--- src/rtl/operand_fetch.sv ---
// Operand fetch between decode and execute. It drives the register file read ports and forwards writebacks into both operands.
// Latency: a request accepted at edge E appears on out_valid after edge E+1. Throughput is one request per cycle.
// Back-pressure: S2 holds while out_ready is low, and in_ready drops once S1 is also occupied.
module operand_fetch #(
    parameter int WIDTH      = 32,
    parameter int ADDR_WIDTH = 9,
    parameter int TAG_WIDTH  = 8
) (
    input  logic                  clk,
    input  logic                  reset,
    input  logic                  in_valid,
    output logic                  in_ready,
    input  logic [ADDR_WIDTH-1:0] in_src1,
    input  logic [ADDR_WIDTH-1:0] in_src2,
    input  logic [ADDR_WIDTH-1:0] in_dst,
    input  logic [TAG_WIDTH-1:0]  in_tag,
    output logic [ADDR_WIDTH-1:0] rf_addr_rd1,
    output logic [ADDR_WIDTH-1:0] rf_addr_rd2,
    input  logic [WIDTH-1:0]      rf_rd1,
    input  logic [WIDTH-1:0]      rf_rd2,
    input  logic                  wb_enable,
    input  logic [ADDR_WIDTH-1:0] wb_addr,
    input  logic [WIDTH-1:0]      wb_data,
    output logic                  out_valid,
    input  logic                  out_ready,
    output logic [WIDTH-1:0]      out_op1,
    output logic [WIDTH-1:0]      out_op2,
    output logic [ADDR_WIDTH-1:0] out_src1,
    output logic [ADDR_WIDTH-1:0] out_src2,
    output logic [ADDR_WIDTH-1:0] out_dst,
    output logic [TAG_WIDTH-1:0]  out_tag
);

    logic                  s1_valid_q, s1_valid_d;
    logic [ADDR_WIDTH-1:0] s1_src1_q, s1_src1_d;
    logic [ADDR_WIDTH-1:0] s1_src2_q, s1_src2_d;
    logic [ADDR_WIDTH-1:0] s1_dst_q, s1_dst_d;
    logic [TAG_WIDTH-1:0]  s1_tag_q, s1_tag_d;
    logic                  s1_hit1_q, s1_hit1_d;
    logic                  s1_hit2_q, s1_hit2_d;
    logic [WIDTH-1:0]      s1_bdata1_q, s1_bdata1_d;
    logic [WIDTH-1:0]      s1_bdata2_q, s1_bdata2_d;

    logic                  out_valid_q, out_valid_d;
    logic [WIDTH-1:0]      out_op1_q, out_op1_d;
    logic [WIDTH-1:0]      out_op2_q, out_op2_d;
    logic [ADDR_WIDTH-1:0] out_src1_q, out_src1_d;
    logic [ADDR_WIDTH-1:0] out_src2_q, out_src2_d;
    logic [ADDR_WIDTH-1:0] out_dst_q, out_dst_d;
    logic [TAG_WIDTH-1:0]  out_tag_q, out_tag_d;

    logic             s2_free, s1_adv, s1_open, in_fire, s1_replay;
    logic             wb_hit_rd1, wb_hit_rd2;
    logic             wb_hit_s1_1, wb_hit_s1_2;
    logic             wb_hit_o1, wb_hit_o2;
    logic [WIDTH-1:0] fwd_op1, fwd_op2;

    always_comb begin
        s2_free     = !out_valid_q || out_ready;
        s1_adv      = s1_valid_q && s2_free;
        s1_open     = !s1_valid_q || s1_adv;
        in_ready    = reset && s1_open;
        in_fire     = in_valid && in_ready;
        s1_replay   = s1_valid_q && !s1_adv;
        // A stalled S1 re-issues its own read so that rf_rd tracks any later writes.
        rf_addr_rd1 = s1_open ? in_src1 : s1_src1_q;
        rf_addr_rd2 = s1_open ? in_src2 : s1_src2_q;
        wb_hit_rd1  = wb_enable && (wb_addr == rf_addr_rd1);
        wb_hit_rd2  = wb_enable && (wb_addr == rf_addr_rd2);
        wb_hit_s1_1 = wb_enable && (wb_addr == s1_src1_q);
        wb_hit_s1_2 = wb_enable && (wb_addr == s1_src2_q);
        wb_hit_o1   = wb_enable && (wb_addr == out_src1_q);
        wb_hit_o2   = wb_enable && (wb_addr == out_src2_q);
        // Newest value first: a write landing this edge, then a write missed by the read, then the RF.
        fwd_op1     = wb_hit_s1_1 ? wb_data : (s1_hit1_q ? s1_bdata1_q : rf_rd1);
        fwd_op2     = wb_hit_s1_2 ? wb_data : (s1_hit2_q ? s1_bdata2_q : rf_rd2);
    end

    always_comb begin
        s1_valid_d  = s1_valid_q;
        s1_src1_d   = s1_src1_q;
        s1_src2_d   = s1_src2_q;
        s1_dst_d    = s1_dst_q;
        s1_tag_d    = s1_tag_q;
        s1_hit1_d   = s1_hit1_q;
        s1_hit2_d   = s1_hit2_q;
        s1_bdata1_d = s1_bdata1_q;
        s1_bdata2_d = s1_bdata2_q;
        if (in_fire) begin
            s1_valid_d = 1'b1;
            s1_src1_d  = in_src1;
            s1_src2_d  = in_src2;
            s1_dst_d   = in_dst;
            s1_tag_d   = in_tag;
        end else if (s1_adv) begin
            s1_valid_d = 1'b0;
        end
        // The RF returns the old value when a write coincides with a read, so that write is captured here.
        if (in_fire || s1_replay) begin
            s1_hit1_d   = wb_hit_rd1;
            s1_hit2_d   = wb_hit_rd2;
            s1_bdata1_d = wb_data;
            s1_bdata2_d = wb_data;
        end
    end

    always_comb begin
        out_valid_d = out_valid_q;
        out_op1_d   = out_op1_q;
        out_op2_d   = out_op2_q;
        out_src1_d  = out_src1_q;
        out_src2_d  = out_src2_q;
        out_dst_d   = out_dst_q;
        out_tag_d   = out_tag_q;
        if (s1_adv) begin
            out_valid_d = 1'b1;
            out_op1_d   = fwd_op1;
            out_op2_d   = fwd_op2;
            out_src1_d  = s1_src1_q;
            out_src2_d  = s1_src2_q;
            out_dst_d   = s1_dst_q;
            out_tag_d   = s1_tag_q;
        end else if (out_valid_q && out_ready) begin
            out_valid_d = 1'b0;
        end else if (out_valid_q) begin
            if (wb_hit_o1) out_op1_d = wb_data;
            if (wb_hit_o2) out_op2_d = wb_data;
        end
    end

    always_ff @(posedge clk) begin
        if (!reset) begin
            s1_valid_q  <= 1'b0;
            s1_src1_q   <= '0;
            s1_src2_q   <= '0;
            s1_dst_q    <= '0;
            s1_tag_q    <= '0;
            s1_hit1_q   <= 1'b0;
            s1_hit2_q   <= 1'b0;
            s1_bdata1_q <= '0;
            s1_bdata2_q <= '0;
            out_valid_q <= 1'b0;
            out_op1_q   <= '0;
            out_op2_q   <= '0;
            out_src1_q  <= '0;
            out_src2_q  <= '0;
            out_dst_q   <= '0;
            out_tag_q   <= '0;
        end else begin
            s1_valid_q  <= s1_valid_d;
            s1_src1_q   <= s1_src1_d;
            s1_src2_q   <= s1_src2_d;
            s1_dst_q    <= s1_dst_d;
            s1_tag_q    <= s1_tag_d;
            s1_hit1_q   <= s1_hit1_d;
            s1_hit2_q   <= s1_hit2_d;
            s1_bdata1_q <= s1_bdata1_d;
            s1_bdata2_q <= s1_bdata2_d;
            out_valid_q <= out_valid_d;
            out_op1_q   <= out_op1_d;
            out_op2_q   <= out_op2_d;
            out_src1_q  <= out_src1_d;
            out_src2_q  <= out_src2_d;
            out_dst_q   <= out_dst_d;
            out_tag_q   <= out_tag_d;
        end
    end

    assign out_valid = out_valid_q;
    assign out_op1   = out_op1_q;
    assign out_op2   = out_op2_q;
    assign out_src1  = out_src1_q;
    assign out_src2  = out_src2_q;
    assign out_dst   = out_dst_q;
    assign out_tag   = out_tag_q;

endmodule
--- config.mk ---
export PLATFORM = sky130hd
export DESIGN_NAME = operand_fetch
export DESIGN_NICKNAME = d
export VERILOG_FILES = /design/src/rtl/operand_fetch.sv
export SDC_FILE = /design/constraint.sdc
export NUM_CORES = 1
export LEC_CHECK = 0
export CORE_ASPECT_RATIO = 1.2
export CORE_MARGIN = 3
export CORE_UTILIZATION = 48
export DETAILED_ROUTE_END_ITERATION = 12
export GPL_ROUTABILITY_DRIVEN = 1
export HOLD_SLACK_MARGIN = 0.1
export PLACE_DENSITY = 0.81
export REMOVE_ABC_BUFFERS = 1
export SYNTH_ARGS = -nofsm -noshare
export SYNTH_HDL_FRONTEND = slang
export SYNTH_SLANG_ARGS = --single-unit
--- constraint.sdc ---
create_clock -name clk -period 1.9 [get_ports clk]
set_input_delay 0.19 -clock clk [delete_from_list [all_inputs] [get_ports clk]]
set_output_delay 0.19 -clock clk [all_outputs]
set_load 0.05 [all_outputs]
After elaboration in Yosys (flattened, before gate mapping):

Index checks and enable logic that the tools add are counted.

* reduce and logical (&&, ||, !) cells: 24
* mux-type cells: 18
* equal/unequal tests: 7

Operator list (number)
* two-way mux 32 bit: 12
* == test 9 bit: 6
* two-way mux 9 bit: 2
* logical AND 1 bit: 11
* nonzero test 2 bit: 5
* AND reduction 3 bit: 2
* two-way mux 1 bit: 4
* logical NOT 1 bit: 3
* logical OR 1 bit: 3
* != test 2 bit (second input constant): 1

* output and inout port bits: 119
* flip-flop bits (word level): 170

Logic depth before layout (Yosys ltp):

Gate-level depths: netlist (run 1).

* depth after elaboration: 7
* gate-level depth with buffers: 8
* gate-level depth less buffers: 5

Worst setup path after synthesis (run 1):

No wires, ideal clock.

* kind: flip-flop to output port
* from: reg out_valid_q (netlist: out_valid)
* to: out rf_addr_rd1[1]
* arrival: 2.406 ns
* slack: -0.696 ns
* stages on the path, launching flop included: 5
* path through: dfxtp_1 -> nand3b_2 -> buf_2 -> clkbuf_1 -> o21ai_0

* word-level cells in the longest chain between the ends: 5

RTL lines
* from (decl): line 44 `logic out_valid_q, out_valid_d;`
* from (signal assigned): line 159 `out_valid_q <= out_valid_d;`
* logical NOT 1 bit: line 59 `s2_free = !out_valid_q || out_ready;`
* logical OR 1 bit: line 59
* logical AND 1 bit: line 60 `s1_adv = s1_valid_q && s2_free;`
* logical OR 1 bit: line 61 `s1_open = !s1_valid_q || s1_adv;`
* two-way mux 9 bit: line 66 `rf_addr_rd1 = s1_open ? in_src1 : s1_src1_q;`
* to (decl): line 17 `output logic [ADDR_WIDTH-1:0] rf_addr_rd1,`

No other way between the ends.

Worst setup path after layout (run 1):

* from: reg s1_valid_q
* to: out rf_addr_rd2[2]

* word-level cells in the longest chain between the ends: 3

RTL lines
* from (decl): line 34 `logic s1_valid_q, s1_valid_d;`
* from (signal assigned): line 150 `s1_valid_q <= s1_valid_d;`
* logical NOT 1 bit / logical AND 1 bit (equally long branches): line 61, 60
* logical OR 1 bit *: line 61
* two-way mux 9 bit *: line 67 `rf_addr_rd2 = s1_open ? in_src2 : s1_src2_q;`
* to (decl): line 18 `output logic [ADDR_WIDTH-1:0] rf_addr_rd2,`

Mark *: on every way between the ends. The rest lies on a longest branch, timed or not.

==> results.cfg, run 1 <==
[cts]
root_buffer = clkbuf_16
clockBufferDepth = 2
cts_tree = yes
cts_max_level = 4
clk_pin_slew_ns = 0.07
cts.sinks = 170
insertion_delay_ns = 0.43
cts_buffers = 17

[worst_setup_path]
worstSetupStartpointType = register
cp_max_fo = 6
crit_type = reg2out
end_kind = output pin
cp_data_required_time_ns = 1.71
cp.arrival_ns = 1.69

[synthesis]
yosys.area_share.simple_pct = 14.65
synth.avg_cell_area_um2 = 9.044
synth-edff-count = 0
synth_adder_area_share_pct = 0
synth.largest_area_cell = dfxtp_1
ys_warn_count = 0
synth_cells = 985
ys_ff_latch = 170
synth_top_family_by_area = compound AO/OA/AOI/OAI gates
netlist_area_mm2 = 0.008909
synth.distinct_cells = 56
synth_common_cells = nand2_1, dfxtp_1, a21boi_1
synth-xor-area-share_pct = 4.101
yosysMostFrequentCell = nand2_1
muxShareOfSynthArea_pct = 9.228
async_reset_ff_share_pct = 0
synth_area_leaders = dfxtp_1, nand2_1, mux2_2
synth_compound_area_share_pct = 27.67
synth_top_area_share_pct = 38.20
synthFlopType = dfxtp_1
synth_sequential_area_ratio_pct = 38.20

[placed_design]
hpwl_um = 20270
port_buffers = 263
gp_congestion = 0.9346
dp_slack_ns = -0.2795
dp_cells = 1469

[grt]
antenna_found_initial = 0
gr-total-overflow = 0
grt_start_max_net_pins = 113
grt_pass1_vias = 8425
track_usage_pct = 27.70
grt_pass1_wl_um = 44570

[power]
leakage_nw = 5.023
power_density_mw_per_mm2 = 696.4
p_total_mw = 9.068
ir_drop_v = 0.0005320

[layout]
area_growth_pct = 46.17
diodes = 0
drive_above_1_share_pct = 22.84
stdcell_count = 1503
fin_nets = 1415

[floorplan]
die_area_mm2 = 0.02024
dieHeight_um = 155.2
io_pins = 264
die_w_um = 130.4
initial_core_util_pct = 49.94
core-area_mm2 = 0.01784
num_rows = 53

[route]
drt-pass1-iter-count = 6
antenna_left = 0
post_drt_via_cell_ratio = 5.639
drt-initial-drc-count = 606
drcViolationCount = 0
wl_per_cell_um = 19.22
vias = 8475
detail_route.wirelength_um = 28880

[sta]
hold_violations = 0
clock_skew_ns = 0.008877
rsz0062_at_grt = yes
final_max_slew_viol_count = 0
finalCriticalPeriod_ns = 1.878
setup_viol = 0
worst_slack_ns = 0.02220
max_freq_mhz = 532.5
finalCritPeriodShare_pct = 98.83
max_slew.worst_pin.slew_ns = 0.5980
maxSlewHeadroom_pct = 60.01

[status]
status = complete, no violations

[job]
maxCapViolCount = 0

[worst_hold_path]
worstHoldPathType = in2reg
[per-stage QoR]
stage                TNS, ns  hold WS [ns]  cell area (um^2)  util [%]
floorplan            -114.93        0.2890              8413         -
global placement      -15.98        0.4413             12340     69.17
detailed placement    -21.26        0.4450             12340     69.17
CTS                 -0.02554        0.2703             12940     72.57
global route        -0.03003        0.2831             13020     73.00
finish                     0        0.2784             13020     73.00
[final timing paths]
path	start	to	slack, ns	cells past startpoint
max	s1_valid_q	rf_addr_rd2[2]	0.02	7
min	out_ready	out_valid	0.28	4
max reg2reg	out_valid	out_op2[31]	0.04	7
min reg2reg	s1_tag_q[6]	s1_tag_q[6]	0.46	2
[cells in the final DEF (no fill, tap or decap), types with 6 or more instances in the layout]
cell,count
dfxtp_1,166
nand2_1,225
clkbuf_16,17
xnor2_1,14
inv_1,14
a21boi_0,41
mux2_2,67
o21ai_0,72
dlymetal6s2s_1,9
a22oi_1,14
a22oi_2,50
xor2_1,24
clkdlybuf4s50_1,230
a21boi_1,91
buf_4,74
nor4_1,6
buf_12,31
mux2_4,6
nand3_1,20
o21ai_1,14
[routing by layer]
layer	wire, um	part of all wire (%)	GRT usage (%)	vias to the layer above
li1	-	-	-	4020
met1	11460	40	34.21	4040
met2	14410	50	47.51	365
met3	2328	8.1	6.422	50
met4	690	2.4	8.868	0
met5	0	0	0	-
[cell families (layout without fill, tap and decap cells)]
family          after synthesis  count (layout)
compound gates              313             313
flops                       170             170
buf+inv                      99             397
xor+xnor                     40              40
simple gates                290             290
mux                          73              73
[state kept, by name, indices dropped and copies added, names as in the netlist, 8 cells and up]
name,flops
s1_tag_q,8
out_dst,9
out_tag,8
out_src1,9
out_src2,9
s1_dst_q,9
out_op2,32
s1_src1_q,9
s1_src2_q,9
s1_bdata2_q,32
out_op1,32
[where the power goes]
group          leakage [nW]  internal, mW  switching [mW]
sequential             1.39          3.71           0.120
combinational          3.35         0.857           0.914
clock                 0.288          1.86            1.61
total                  5.02          6.43            2.64
[critical path: stages, from the launching register on]
cell	delay, ns
dfxtp_4	0.37
nand3b_4	0.15
buf_6	0.16
buf_4	0.13
nand2_1	0.09
nand2_2	0.07
buf_4	0.14
buf_12	0.14
[area by class of cell]
type,count,area (um^2)
tap,220,275.3
inverter,14,52.55
clock buffer,17,425.4
clock inverter,15,158.9
fill,1318,4817
sequential,170,3413
multi-input combinational,716,5019
timing repair buffer,351,3677
[timing repair]
action / in CTS / in global routing
hold buffers: 1 / 0
gates resized for setup: 18 / 18
endpoints found under the hold margin: 3 / 0
pin swaps: 2 / 2
setup buffers: 4 / 4
setup endpoints to repair: 22 / 19
(Power assumes the default switching activity.)
==> run 2, diff against run 1 <==
Settings changed: MAX_ROUTING_LAYER set to met4, SETUP_SLACK_MARGIN set to 0.1.
==> run 2 against run 1 <==
Against the previous run: combinational power grew 7%; highest routed layer unchanged; largest power group unchanged; via count grew 3.8%; utilization grew 4.2 points; die area is the same; power grew 1.4%; critical path depth is the same; fmax shrank 0.59%; sequential share of layout area shrank 1.3 points; critical endpoint unchanged.
==> results.cfg, run 2 (synthesized netlist as in run 1, its figures left out) <==
[status]
status = complete, no violations

[power]
ir_drop_v = 0.0005907
power_density_mw_per_mm2 = 668.0
leakage_nw = 6.211

[layout]
fin_util_pct = 77.18
fillers = 1226
area_growth_pct = 54.54
final_common_cell = nand2_1
final_cell_mix = nand2_1, dfxtp_1, clkdlybuf4s50_1
fin_area_mm2 = 0.01377
drive_above_1_share_pct = 29.88
stdcell_count = 1522
diodes = 0
seq_area_mm2 = 0.003430
fin_nets = 1435
multi_input_area_mm2 = 0.005416

[worst_hold_path]
worstHoldPathType = in2reg
hold-path-cell-count = 3

[floorplan]
initial_core_util_pct = 49.94
io_pins = 264
core-area_mm2 = 0.01784
dieHeight_um = 155.2
num_rows = 53
die_area_mm2 = 0.02024
die_w_um = 130.4

[grt]
grt_pass1_wl_um = 45530
antenna_found_initial = 0
grt_start_max_net_pins = 102
gr-total-overflow = 0
grt_pass1_vias = 8651
track_usage_pct = 29.14

[route]
detail_route.wirelength_um = 31300
drt-initial-drc-count = 594
drt-pass1-iter-count = 5
drcViolationCount = 0
wl_per_cell_um = 20.56
post_drt_via_cell_ratio = 5.782
vias = 8800
antenna_left = 0

[cts]
cts_buffers = 17
insertion_delay_ns = 0.43
clockBufferDepth = 2
root_buffer = clkbuf_16
cts_tree = yes
cts_max_level = 4
clk_pin_slew_ns = 0.07
cts.sinks = 170
hold_buffers = 0

[sta]
hold_violations = 0
final_max_slew_viol_count = 0
rsz0062_at_grt = yes
finalCritPeriodShare_pct = 99.42
clock_skew_ns = 0.01403
setup_viol = 0
worst_slack_ns = 0.01097
maxSlewHeadroom_pct = 61.21
finalCriticalPeriod_ns = 1.889
max_slew.worst_pin.slew_ns = 0.5841
max_freq_mhz = 529.4

[placed_design]
dp_cells = 1471
placed_cell_area_mm2 = 0.01237
hpwl_um = 20550
dp_slack_ns = -0.2985
port_buffers = 263
gp_congestion = 0.9593

[job]
maxCapViolCount = 0

[worst_setup_path]
crit_type = reg2out
cp.arrival_ns = 1.70
rr_endpoint = s1_bdata2_q[18]
r2r_start = out_valid
crit_chain = buf_6 -> and3b_2 -> buf_12 -> nand2_4 -> nand2_4 -> buf_6 -> buf_12
cp_data_required_time_ns = 1.71
critical_path.startpoint = out_valid
worstSetupStartpointType = register
endpoint = rf_addr_rd2[2]
worstRegToRegCells = 9
end_kind = output pin
cp_max_fo = 7
reg2reg_slack_ns = 0.03
cp_slowest_cell = dfxtp_4
critPathMaxStageDelay_ns = 0.36
[run 2: changes by cell type in the layout (fill, tap and decap cells not counted), moves of 4 or more]
cell             change
clkdlybuf4s50_1     -86
dfxtp_2              +7
dlymetal6s2s_1      +33
dfxtp_1              -9
a22oi_2             +13
dlygate4sd2_1       +53
nand2_1             -38
buf_6               +13
a22oi_1             -13
clkinvlp_4           +4
nand2_2             +14
a21boi_0             -5
nand2_4             +24
buf_12               +5
[run 2: worst min-delay path by stage]
stage,from,endpoint,slack (ns)
final,in_tag[7],s1_tag_q[7],0.29
after global routing,in_tag[5],s1_tag_q[5],0.29
after CTS,in_dst[5],s1_dst_q[5],0.28
after detailed placement,s1_dst_q[7],s1_dst_q[7],0.45
after global placement,s1_dst_q[8],s1_dst_q[8],0.44
after floorplan,in_dst[0],s1_dst_q[0],0.29
[run 2: timing repair]
item	CTS	global route
gates cloned	1	4
endpoints found under the setup margin	75	123
hold endpoints to repair	0	0
pin swaps	10	62
buffers inserted	11	10
gates resized for setup	103	146
[run 2: power by group]
group / internal, mW / switching [mW] / leakage (nW)
Clock: 1.86 / 1.62 / 0.269
Sequential: 3.70 / 0.128 / 1.39
Combinational: 0.902 / 0.987 / 4.55
[run 2: layout make-up]
| class | instances | area share [%] |
|---|---|---|
| flip-flops and latches | 170 | 24.91 |
| clock inverters | 14 | 1.127 |
| well taps | 220 | 1.999 |
| clock buffers | 17 | 3.090 |
| multi-input cells | 716 | 39.34 |
| repair buffers | 371 | 29.15 |
| inverters | 14 | 0.3817 |
[run 2: critical path, delay by kind of cell (launching register included)]
| kind | cells | cell delay [ns] |
|---|---|---|
| buffers and inverters | 4 | 0.53 |
| AND/OR/NAND/NOR | 3 | 0.38 |
| flip-flops | 1 | 0.36 |
[run 2: metrics by stage]
| stage | setup TNS, ns | power, mW | hold slack (ns) |
|---|---|---|---|
| finish | 0 | 9.197 | 0.2894 |
| global route | -0.2231 | 9.502 | 0.2872 |
| CTS | -0.006585 | 9.099 | 0.2792 |
| detailed placement | -20.86 | 5.673 | 0.4457 |
| global placement | -15.84 | 5.650 | 0.4411 |
| floorplan | -114.93 | 4.720 | 0.2890 |
[run 2: layer usage]
| metal | GRT usage (%) | part of all wire, % |
|---|---|---|
| met1 | 35.03 | 39 |
| met2 | 47.78 | 50 |
| met3 | 6.456 | 7.7 |
| met4 | 10.73 | 2.9 |
| met5 | - | 0 |
==> edit 1: new RTL, flow settings as in run 1 <==
`s1_bdata2_q` no longer has a reset.
--- a/src/rtl/operand_fetch.sv
+++ b/src/rtl/operand_fetch.sv
@@ -138,7 +138,6 @@
             s1_hit1_q   <= 1'b0;
             s1_hit2_q   <= 1'b0;
             s1_bdata1_q <= '0;
-            s1_bdata2_q <= '0;
             out_valid_q <= 1'b0;
             out_op1_q   <= '0;
             out_op2_q   <= '0;
@@ -155,7 +154,6 @@
             s1_hit1_q   <= s1_hit1_d;
             s1_hit2_q   <= s1_hit2_d;
             s1_bdata1_q <= s1_bdata1_d;
-            s1_bdata2_q <= s1_bdata2_d;
             out_valid_q <= out_valid_d;
             out_op1_q   <= out_op1_d;
             out_op2_q   <= out_op2_d;
@@ -164,6 +162,10 @@
             out_dst_q   <= out_dst_d;
             out_tag_q   <= out_tag_d;
         end
+    end
+
+    always_ff @(posedge clk) begin
+        s1_bdata2_q <= s1_bdata2_d;
     end
 
     assign out_valid = out_valid_q;
Check against the original RTL: no difference found for any inputs over 4 cycles, from zero or initial values and one cycle with reset low; that may be too few to reach the edited logic, so the function may still have changed.
==> edit 1 against run 1 <==
- sequential cell count increased by 32
- maximum frequency decreased by 8.7%
- largest cell class unchanged
- synthesized area increased by 4.0%
- worst setup slack got worse by 0.18 ns
- wire length increased by 21%
- global-route usage increased by 2.9 points
- cell area increased by 12%
- power increased by 18%
- the flow now finishes with violations (negative setup slack)
==> edit 1: results (changes against run 1) <==
- Count of plain and timing-repair buffers: 369 (was 351)
- Drt initial violations: 554 (was 606)
- Comb_multi_in: 697 (was 716)
- Most instantiated cells after synthesis: nand2_1, dfxtp_1, a21boi_0 (was nand2_1, dfxtp_1, a21boi_1)
- TritonCTS buffer count: 22 (was 17)
- Fill cells: 1199 (was 1318)
- GRT Overall Usage: 30.64% (was 27.70%)
- Worst setup startpoint: out_src1[8] (was s1_valid_q)
- VDD IR max: 0.0006724 V (was 0.0005320 V)
- Slowest stage delay, CP: 0.58 ns (was 0.37 ns)
- Sequential portion of the cell area: 30.10% (was 26.21%)
- Clk buf depth: 3 (was 2)
- Clock-cell share: 4.865% (was 4.487%)
- Sum of negative setup slack: -4.195 ns (was 0 ns)
- Final setup fails: 54 (was 0)
- Routed wl met2: 17190 um (was 14410 um)
- Worst Hold Depth: 2 (was 4)
- Dpl cells: 1507 (was 1469)
- Largest net degree at the start of global routing: 132 (was 113)
- Syn avg cell area: 9.363 um2 (was 9.044 um2)
- Multi-input gate share of the layout cell area: 35.26% (was 38.54%)
- Clk_buf instances: 33 (was 17)
- EDFF count, synth: 32 (was 0)
- M3 GR Usage: 9.282% (was 6.422%)
- Fraction of layout cells with a size suffix above 1: 26.88% (was 22.84%)
- First-pass GRT wire length: 51200 um (was 44570 um)
- Top delay family on crit path: compound AO/OA/AOI/OAI gates (was buffers and inverters)
- Violations in the final reports: negative setup slack
- Vias in the first global route: 9210 (was 8425)
- Fin cells: 1573 (was 1503)
- Skew-Pair Late Insertion Delay: 0.50 ns (was 0.43 ns)
- Area after DPL: 12650 um2 (was 12340 um2)
- Max FO, Critical Path: 8 (was 6)
- Leakage: 5.923 nW (was 5.023 nW)
- Slowest CP cell: or4_4 (was dfxtp_4)
- Non-CTS inverters: 9 (was 14)
- CP arrival: 2.43 ns (was 1.69 ns)
- Setup Fix Bufs, Post-CTS: 17 (was 4)
- Netlist cell types: 44 (was 56)
- Final worst setup slack: -0.1557 ns (was 0.02220 ns)
- Synth top area cells: dfxtp_1, edfxtp_1, mux2_2 (was dfxtp_1, nand2_1, mux2_2)
- Nets: 1446 (was 1415)
- Seq_cells: 202 (was 170)
- WL per Instance: 22.22 um (was 19.22 um)
- Post-cts repair resize count: 137 (was 18)
- Via count: 9042 (was 8475)
- Worst-margin pin slew: 0.5892 ns (was 0.5980 ns)
- DR WL met3: 3436 um (was 2328 um)
- DP HPWL: 20260 um (was 20270 um)
- Non-clock buffer share: 27.31% (was 28.24%)
- Met2 usage: 54.57% (was 47.51%)
- Pre-Repair DR Iteration Count: 5 (was 6)
- Final Skew: 0.01301 ns (was 0.008877 ns)
- Htree depth: 1 (was 4)
- Hold WS: 0.1208 ns (was 0.2784 ns)
- Status: finished with violations (was finished, final reports clean)
- Dpl ws: -0.5694 ns (was -0.2795 ns)
- Crit path kind: reg2reg (was reg2out)
- M1 wire length: 12870 um (was 11460 um)
[edit 1: cell types whose count changed after synthesis, moves of 8 or more]
cell      before  now
a21boi_0      41   88
a21boi_1      91   44
a22oi_1       14   64
a22oi_2       50    0
buf_4          8    0
buf_6         16    4
clkbuf_1      38   57
edfxtp_1       0   32
nand2_1      229  214
nand3_1       20   38
o21ai_1       11    0
xnor2_1       14   35
xor2_1        24   11
[edit 1: power by group]
group          internal [mW]  leakage (nW)  switching (mW)
clock                   2.45         0.347            1.72
combinational          0.877          3.89           0.987
sequential              4.53          1.69           0.113
total                   7.86          5.92            2.82
[edit 1: logic make-up (layout without fill, tap and decap cells)]
group / after synthesis / count (layout) / synth area share (%)
AO/OA/AOI/OAI: 284 / 287 / 21.33
XOR/XNOR: 46 / 46 / 4.347
buffers and inverters: 94 / 418 / 4.360
flip-flops: 202 / 202 / 47.08
multiplexers: 80 / 80 / 9.719
AND/OR/NAND/NOR: 284 / 284 / 13.16
==> edit 2: new RTL, flow settings as in run 1 <==
Made on the original files. Change the parameter `ADDR_WIDTH` from 9 to 8.
--- a/src/rtl/operand_fetch.sv
+++ b/src/rtl/operand_fetch.sv
@@ -3,7 +3,7 @@
 // Back-pressure: S2 holds while out_ready is low, and in_ready drops once S1 is also occupied.
 module operand_fetch #(
     parameter int WIDTH      = 32,
-    parameter int ADDR_WIDTH = 9,
+    parameter int ADDR_WIDTH = 8,
     parameter int TAG_WIDTH  = 8
 ) (
     input  logic                  clk,
Interface: changed (9 resized); port bits go from 264 to 255. The function was not compared with the original's and may differ.
==> edit 2 against run 1 <==
- the flow now finishes with violations (negative setup slack)
- sequential cell count is 6 lower
- clock skew grew 0.0033 ns
- first-iteration DRC count is 37% higher
- sequential share of layout area down 0.13 points
- synthesized area fell by 10%
- worst setup slack got worse by 0.076 ns
- wire length up 3.8%
- count of clock-buffer cells in the layout increased by 3
- combinational power down 5%
- sequential power fell by 3%
- cell area down 2.9%
- power decreased by 1.4%
- register-to-register slack worse by 0.09 ns
- cell count shrank 4.0%
- critical path type unchanged
- critical endpoint is now rf_addr_rd2[6]
- largest cell class unchanged
- highest routed layer unchanged
==> edit 2: results (changes against run 1) <==
- Status: finished with violations (was finished, final reports clean)
- Violations in the final reports: negative setup slack
- R2r worst-path depth: 9 (was 7)
- Fill cells: 1046 (was 1318)
- Final worst setup slack: -0.05336 ns (was 0.02220 ns)
- Sequential area share after synthesis: 40.96% (was 38.20%)
- GRT Overall Usage: 30.08% (was 27.70%)
- Worst hold endpoint: s1_bdata2_q[29] (was out_valid)
- Final Skew: 0.01222 ns (was 0.008877 ns)
- VDD IR max: 0.0005674 V (was 0.0005320 V)
- Via count: 8292 (was 8475)
- Synth top area cells: dfxtp_1, mux2_2, nand2_1 (was dfxtp_1, nand2_1, mux2_2)
- Pre-Repair DR Iteration Count: 5 (was 6)
- Largest net degree at the start of global routing: 82 (was 113)
- Post-Synthesis Cells: 922 (was 985)
- Area after DPL: 11450 um2 (was 12340 um2)
- Worst Min Path Start: reset (was out_ready)
- Final Routed Wirelength: 29980 um (was 28880 um)
- Fraction of layout cells with a size suffix above 1: 23.88% (was 22.84%)
- Final setup fails: 13 (was 0)
- R2r startpoint: s1_valid_q (was out_valid)
- Leakage: 4.672 nW (was 5.023 nW)
- CP arrival: 1.76 ns (was 1.69 ns)
- Vias in the first global route: 8218 (was 8425)
- WL per Instance: 20.78 um (was 19.22 um)
- FF-to-FF End: s1_hit2_q (was out_op2[31])
- DP HPWL: 19170 um (was 20270 um)
- Worst Hold Depth: 2 (was 4)
- Htree depth: 4 (unchanged)
- N_diodes: 0 (unchanged)
- Drt initial violations: 828 (was 606)
- Port bufs: 254 (was 263)
- Worst-margin pin slew: 0.5856 ns (was 0.5980 ns)
- Nets: 1359 (was 1415)
- Dpl ws: -0.4488 ns (was -0.2795 ns)
- Max FO, Critical Path: 6 (unchanged)
- TritonCTS buffer count: 17 (unchanged)
- Netlist cell types: 44 (was 56)
- Placer Congestion: 0.9053 (was 0.9346)
- First-pass GRT wire length: 43350 um (was 44570 um)
- Most instantiated cells after synthesis: nand2_1, dfxtp_1, o21ai_0 (was nand2_1, dfxtp_1, a21boi_1)
- Post-synth ARST share: 0% (unchanged)
## edit 2: changes by cell type in the layout (fill, tap and decap cells not counted), moves of 8 or more
cell,before,now
dfxtp_1,166,153
nand2_1,225,212
a21boi_0,41,83
o21ai_1,14,6
o21ai_2,0,26
buf_6,2,12
xnor2_1,14,30
a21boi_1,91,45
nand3_1,20,5
a22oi_2,50,1
inv_1,14,4
xor2_1,24,10
dfxtp_2,2,11
a22oi_1,14,61
## edit 2: worst max-delay path, stage by stage (launching register included)
cell and delay, ns:
dfxtp_2 0.33, nand3b_1 0.09, buf_6 0.16, buf_6 0.12
buf_6 0.10, mux2i_4 0.23, buf_6 0.13, inv_2 0.03
buf_6 0.14
## edit 2: logic make-up (layout without fill, tap and decap cells)
logic type / Yosys count / in the layout / share of synthesized area [%]
flip-flops: 164 / 164 / 40.96
buffers and inverters: 87 / 396 / 4.932
XOR/XNOR: 44 / 44 / 4.807
AO/OA/AOI/OAI: 305 / 305 / 25.94
multiplexers: 76 / 76 / 10.66
AND/OR/NAND/NOR: 246 / 246 / 12.71
## edit 2: through the flow
step / TNS (ns) / hold WS, ns / utilization, %
after CTS: -0.4496 / 0.1819 / 75.24
final: -0.2770 / 0.1968 / 77.67
after global routing: -2.560 / 0.1988 / 77.67
after global placement: -20.09 / 0.4438 / 70.34
after detailed placement: -25.08 / 0.4513 / 70.34
after floorplan: -97.07 / 0.2986 / -
## edit 2: timing repair
| action | CTS | global route |
|---|---|---|
| setup buffers | 17 | 8 |
| resized for setup | 24 | 102 |
| endpoints found under the setup margin | 14 | 59 |
| gates cloned | 1 | 7 |
| pin swaps | 3 | 48 |
## edit 2: how the worst max path moves through the flow
stage / cells past startpoint / startpoint / endpoint / slack (ns)
detailed placement: 8 / wb_addr[4] / out_op1[25] / -0.45
CTS: 6 / s1_valid_q / rf_addr_rd2[1] / -0.07
finish: 8 / s1_valid_q / rf_addr_rd2[6] / -0.05
global route: 8 / s1_valid_q / rf_addr_rd2[6] / -0.1
floorplan: 5 / out_valid / out_op2[0] / -1.03
global placement: 8 / wb_addr[7] / out_op2[23] / -0.33
## edit 2: power by group
group	internal, mW	switching, mW	total (mW)
combinational	0.831	0.853	1.68
clock	2.07	1.50	3.56
sequential	3.58	0.115	3.70
total	6.48	2.46	8.94
## edit 2: final cells by class
class	count	area [um2]	share of cell area [%]
inverters	5	18.77	0.1485
clock buffers	20	466.7	3.693
repair buffers	359	3846	30.43
multi-input cells	671	4603	36.42
flip-flops and latches	164	3297	26.09
clock inverters	12	141.4	1.119
well taps	212	265.3	2.099
## edit 2: routing by layer
metal / up-vias / GRT usage (%) / routed length, um
met5: - / 0 / 0
met4: 0 / 11.51 / 1332
met3: 95 / 9.491 / 3111
met2: 439 / 52.26 / 14540
met1: 3943 / 34.03 / 11000
li1: 3815 / - / -
